## src/rtl/rand_byte_packer_pkg.sv

```systemverilog
// Shared constants and types for the TRNG byte path.
// Imported by the packer and its output FIFO.
package rand_byte_packer_pkg;

    localparam int BYTE_W         = 8;
    localparam int DEF_FIFO_DEPTH = 4;
    localparam int DEF_REP_LIMIT  = 32;
    localparam int RUN_W          = 8;

    typedef logic [BYTE_W-1:0] byte_t;
    typedef logic [RUN_W-1:0]  run_t;

    // Run length after accepting bit b, given the previous bit and run.
    // A run of zero means no bit has been seen since reset.
    function automatic run_t next_run(
        input run_t run,
        input logic prev,
        input logic b
    );
        if (run != '0 && b == prev) begin
            return run + run_t'(1);
        end
        return run_t'(1);
    endfunction

endpackage

```

## src/rtl/rand_byte_fifo.sv

```systemverilog
// Byte FIFO for the packer: write/read on one clock, level output.
// A write to a full FIFO only succeeds when a read frees a slot that edge.
module rand_byte_fifo
    import rand_byte_packer_pkg::*;
#(
    parameter int DEPTH = DEF_FIFO_DEPTH
) (
    input  logic                   i_clk,
    input  logic                   i_rst,
    input  logic                   i_wr,
    input  byte_t                  i_wr_data,
    input  logic                   i_rd,
    output byte_t                  o_rd_data,
    output logic                   o_full,
    output logic                   o_empty,
    output logic                   o_drop,
    output logic [$clog2(DEPTH):0] o_level
);

    localparam int AW = $clog2(DEPTH);

    logic [AW-1:0] wr_ptr;
    logic [AW-1:0] rd_ptr;
    logic [AW:0]   cnt;
    byte_t         mem [DEPTH];
    logic          do_wr;
    logic          do_rd;

    assign o_full    = (cnt == (AW+1)'(DEPTH));
    assign o_empty   = (cnt == '0);
    assign do_rd     = i_rd && !o_empty;
    assign do_wr     = i_wr && (!o_full || do_rd);
    assign o_drop    = i_wr && !do_wr;
    assign o_rd_data = mem[rd_ptr];
    assign o_level   = cnt;

    always_ff @(posedge i_clk or posedge i_rst) begin
        if (i_rst) begin
            wr_ptr <= '0;
            rd_ptr <= '0;
            cnt    <= '0;
            for (int i = 0; i < DEPTH; i++) begin
                mem[i] <= '0;
            end
        end else begin
            if (do_wr) begin
                mem[wr_ptr] <= i_wr_data;
                wr_ptr      <= wr_ptr + 1'b1;
            end
            if (do_rd) begin
                rd_ptr <= rd_ptr + 1'b1;
            end
            unique case ({do_wr, do_rd})
                2'b10:   cnt <= cnt + 1'b1;
                2'b01:   cnt <= cnt - 1'b1;
                default: cnt <= cnt;
            endcase
        end
    end

endmodule

```

## src/rtl/rand_byte_packer.sv

```systemverilog
// Packs debiased random bits MSB-first into bytes and buffers them.
// A repetition-count health test permanently stops byte production.
module rand_byte_packer
    import rand_byte_packer_pkg::*;
#(
    parameter int FIFO_DEPTH = DEF_FIFO_DEPTH,
    parameter int REP_LIMIT  = DEF_REP_LIMIT
) (
    input  logic                        i_clk,
    input  logic                        i_rst,
    input  logic                        i_random,
    input  logic                        i_valid,
    input  logic                        i_ready,
    output logic [BYTE_W-1:0]           o_data,
    output logic                        o_valid,
    output logic [$clog2(FIFO_DEPTH):0] o_level,
    output logic                        o_overflow,
    output logic                        o_health_fail
);

    logic [BYTE_W-2:0] shift_q;
    logic [2:0]        bit_cnt_q;
    run_t              run_q;
    logic              last_q;
    logic              hf_q;
    logic              ovf_q;

    logic  accept;
    run_t  run_d;
    logic  trip;
    logic  push;
    byte_t byte_d;
    logic  empty;
    logic  full;
    logic  drop;

    assign accept = i_valid && !hf_q;
    assign run_d  = next_run(run_q, last_q, i_random);
    assign trip   = accept && (run_d == run_t'(REP_LIMIT));
    assign push   = accept && !trip && (bit_cnt_q == 3'd7);
    assign byte_d = {shift_q, i_random};

    always_ff @(posedge i_clk or posedge i_rst) begin
        if (i_rst) begin
            shift_q   <= '0;
            bit_cnt_q <= '0;
            run_q     <= '0;
            last_q    <= 1'b0;
            hf_q      <= 1'b0;
        end else if (trip) begin
            // The tripping bit and the partial byte are discarded.
            hf_q      <= 1'b1;
            shift_q   <= '0;
            bit_cnt_q <= '0;
            run_q     <= run_d;
        end else if (accept) begin
            shift_q   <= byte_d[BYTE_W-2:0];
            bit_cnt_q <= bit_cnt_q + 3'd1;
            run_q     <= run_d;
            last_q    <= i_random;
        end
    end

    always_ff @(posedge i_clk or posedge i_rst) begin
        if (i_rst) begin
            ovf_q <= 1'b0;
        end else if (drop) begin
            ovf_q <= 1'b1;
        end
    end

    rand_byte_fifo #(
        .DEPTH(FIFO_DEPTH)
    ) u_fifo (
        .i_clk     (i_clk),
        .i_rst     (i_rst),
        .i_wr      (push),
        .i_wr_data (byte_d),
        .i_rd      (i_ready),
        .o_rd_data (o_data),
        .o_full    (full),
        .o_empty   (empty),
        .o_drop    (drop),
        .o_level   (o_level)
    );

    assign o_valid       = !empty;
    assign o_overflow    = ovf_q;
    assign o_health_fail = hf_q;

    logic unused_full;
    assign unused_full = full;

endmodule

```

## config.mk

```make
export PLATFORM = sky130hd
export DESIGN_NAME = rand_byte_packer
export DESIGN_NICKNAME = d
export VERILOG_FILES = /design/src/rtl/rand_byte_packer_pkg.sv /design/src/rtl/rand_byte_fifo.sv /design/src/rtl/rand_byte_packer.sv
export SDC_FILE = /design/constraint.sdc
export NUM_CORES = 1
export LEC_CHECK = 0
export ABC_AREA = 1
export BUFFER_PORTS_ARGS = -buffer_cell sky130_fd_sc_hd__buf_2
export CAP_MARGIN = 20
export CORE_MARGIN = 5
export CORE_UTILIZATION = 65
export CTS_CLUSTER_SIZE = 16
export DETAILED_ROUTE_END_ITERATION = 8
export PLACE_DENSITY_LB_ADDON = 0.1
export SYNTH_ARGS = -nofsm -noshare
export SYNTH_HDL_FRONTEND = slang
export SYNTH_HIERARCHICAL = 1
export SYNTH_SLANG_ARGS = --single-unit
export TNS_END_PERCENT = 30
```

## constraint.sdc

```tcl
create_clock -name i_clk -period 3.9 [get_ports i_clk]
set_input_delay 0.78 -clock i_clk [delete_from_list [all_inputs] [get_ports i_clk]]
set_output_delay 0.78 -clock i_clk [all_outputs]
set_load 0.005 [all_outputs]
```

==> metrics.cfg <==
[min_path]
worstHoldStart = u_fifo/mem[21]
hold_path_depth = 2
hold_path_class = register to register
min_to = u_fifo/mem[21]

[clock_network]
post_cts_buffers = 0
cts_buffer_depth = 2
cts_buffers = 9
cts_resized = 0
cts_sinks = 60
clkLatencyLatePin_ns = 0.33
cts_tree = done
cts_max_level = 3
holdBufCountCts = 0
clkSlewWorstSetupHoldPaths_ns = 0.07
clockRootBuffer = clkbuf_8

[worst_setup_path]
cp_cell_sequence = inv_1, ha_1, nand2_1, nor2_1, nand2_1, nand2_1, nor2_1, nand2_1, inv_1, nand3_2, nand2_1, nor2_2, nand2_1, ha_1, inv_1, fa_1, nand2_1, nand3b_1, xor2_1
crit_top_cell = nand2_1
r2r_slack_ns = 1.02
max_stage_delay_ns = 0.41
endpoint_kind = register
r2r-start = run_q[0]
worstRegToRegCells = 19
worstSetupPathType = register to register
cp_max_fo = 12
worstReg2RegEnd = u_fifo/o_level[2]
cp_num_buf_inv = 3
cp.required_ns = 4.12
cp-start-kind = register
cp_top_family = simple AND/OR/NAND/NOR gates
cpMaxStageDelayCell = dfrtp_1
crit_arrival_ns = 3.10

[job]
cap_violations = 0

[die]
dieArea_um2 = 6300
die_h_um = 79.4
ios = 19
num_rows = 25
die_w_um = 79.4
initial_utilization = 0.667
coreArea_um2 = 4690

[routing]
first_pass_iters = 6
postRouteAntennaNets = 0
routed_wl_um = 6820
wire_per_inst_um = 15.0
drtIter0Drc = 218
viasPerCell = 5.81
vias = 2640
post-route-drc-count = 0

[timing]
worst_pin_slew_ns = 0.776
finalHoldViolations = 0
finalCritPeriodShare = 0.740
maxSlewViolCount = 0
tns_ns = 0
period_minus_slack_ns = 2.88
timing.fmax_mhz = 347
fin_skew_ns = 0.00640
rsz0062_at_grt = false
setup_viol = 0
relSlewSlack = 0.482

[global_routing]
grt_max_degree = 41
grt_pass1_wl_um = 12000
grt-ovfl-total = 0
grt_use_total = 0.245
antenna_found_initial = 0
first_global_vias = 2519

[outcome]
status = finished clean

[pwr]
clkPwrFrac = 0.321
netSwitchingPower_uw = 535
p_leak_nw = 1.82
internal_power_mw = 1.12
peakVddDrop_mv = 0.320
powerDensity_nw_per_um2 = 488
power_frac_seq = 0.417
pwr-share-comb = 0.262
p_sw_frac = 0.324

[synthesis]
syn_avg_cell_area_um2 = 8.19
syn_nets = 397
netlist_area_um2 = 3130
syn_inst = 382
synth_warnings = 6

[placed_design]
place_inst = 439
gp_congestion = 0.897
numPortBuffers = 18
dpl.hpwl_um = 4460

[finish]
fill_cells = 389
layoutNonFillerInstCount = 454
nets = 411
drive_above_1_share = 0.115
multi_input_area_um2 = 1380
diodes = 0
area_delta_synth_final_pct = 8.04
ff_latch_area_um2 = 1500

[stage by stage]
stage                util  area [µm²]  total power [mW]  hold WS (ns)  setup slack [ns]
finish              0.720        3380              1.65         0.469              1.02
global placement    0.680        3190              1.12         0.449             0.841
global route        0.720        3380              1.76         0.495             0.705
floorplan               -        3130              1.00         0.437              1.15
CTS                 0.720        3380              1.66         0.470              1.02
detailed placement  0.680        3190              1.13         0.454             0.779
[placed cells by master (no fill, tap or decap), drive strengths merged, types with 2 or more instances in the layout]
cell type	count
buf	23
clkbuf	14
dfrtp	60
ha	9
inv	31
nand2	125
nand3	25
nand3b	2
nand4	33
nor2	29
o21ai	27
o22ai	10
xnor2	4
xor2	3
[cell type report]
type,instances,area share
Multi-Input combinational cell,271,0.408
Clock inverter,1,0.00148
Timing Repair Buffer,23,0.0378
Inverter,31,0.0344
Tap cell,54,0.0200
Clock buffer,14,0.0541
Sequential cell,60,0.444
[worst max-delay path by stage]
stage | slack, ns | endpoint | depth (start not counted) | startpoint
after floorplan | 1.15 | u_fifo/o_level[1] | 14 | i_random
after global placement | 0.84 | u_fifo/mem[12] | 13 | i_random
after detailed placement | 0.78 | u_fifo/o_level[2] | 16 | i_random
after CTS | 1.02 | u_fifo/o_level[2] | 17 | run_q[0]
after global routing | 0.71 | u_fifo/mem[23] | 15 | run_q[0]
final | 1.02 | u_fifo/o_level[2] | 19 | run_q[0]
[power by group through the flow]
stage	clock (mW)	combinational [mW]	sequential (mW)
2_1_floorplan	0	0.319	0.682
3_3_place_gp	0	0.420	0.697
3_5_place_dp	0	0.428	0.700
4_1_cts	0.533	0.435	0.689
5_1_grt	0.564	0.500	0.692
6_report	0.529	0.433	0.688
[worst min-delay path, delay by kind of cell, from the launching register on]
kind | cells | cell delay (ns)
DFF | 1 | 0.34
and+or+nand+nor | 2 | 0.10
[sequential cells by signal, summed over array words and instances (netlist names)]
| signal | flops |
|---|---|
| u_fifo/mem | 32 |
| run_q | 8 |
| shift_q | 7 |
| bit_cnt_q | 3 |
| u_fifo/o_level | 3 |
| u_fifo/rd_ptr | 2 |
| u_fifo/wr_ptr | 2 |
| last_q | 1 |
| o_health_fail | 1 |
| o_overflow | 1 |
[per-layer routing]
metal | routed length, µm | track usage | vias up
li1 | - | - | 1293
met1 | 3070 | 0.324 | 1256
met2 | 3300 | 0.404 | 83
met3 | 352 | 0.0497 | 8
met4 | 104 | 0.0859 | 0
met5 | 0 | 0 | -
Note: power is estimated with default switching activity, not from simulation.
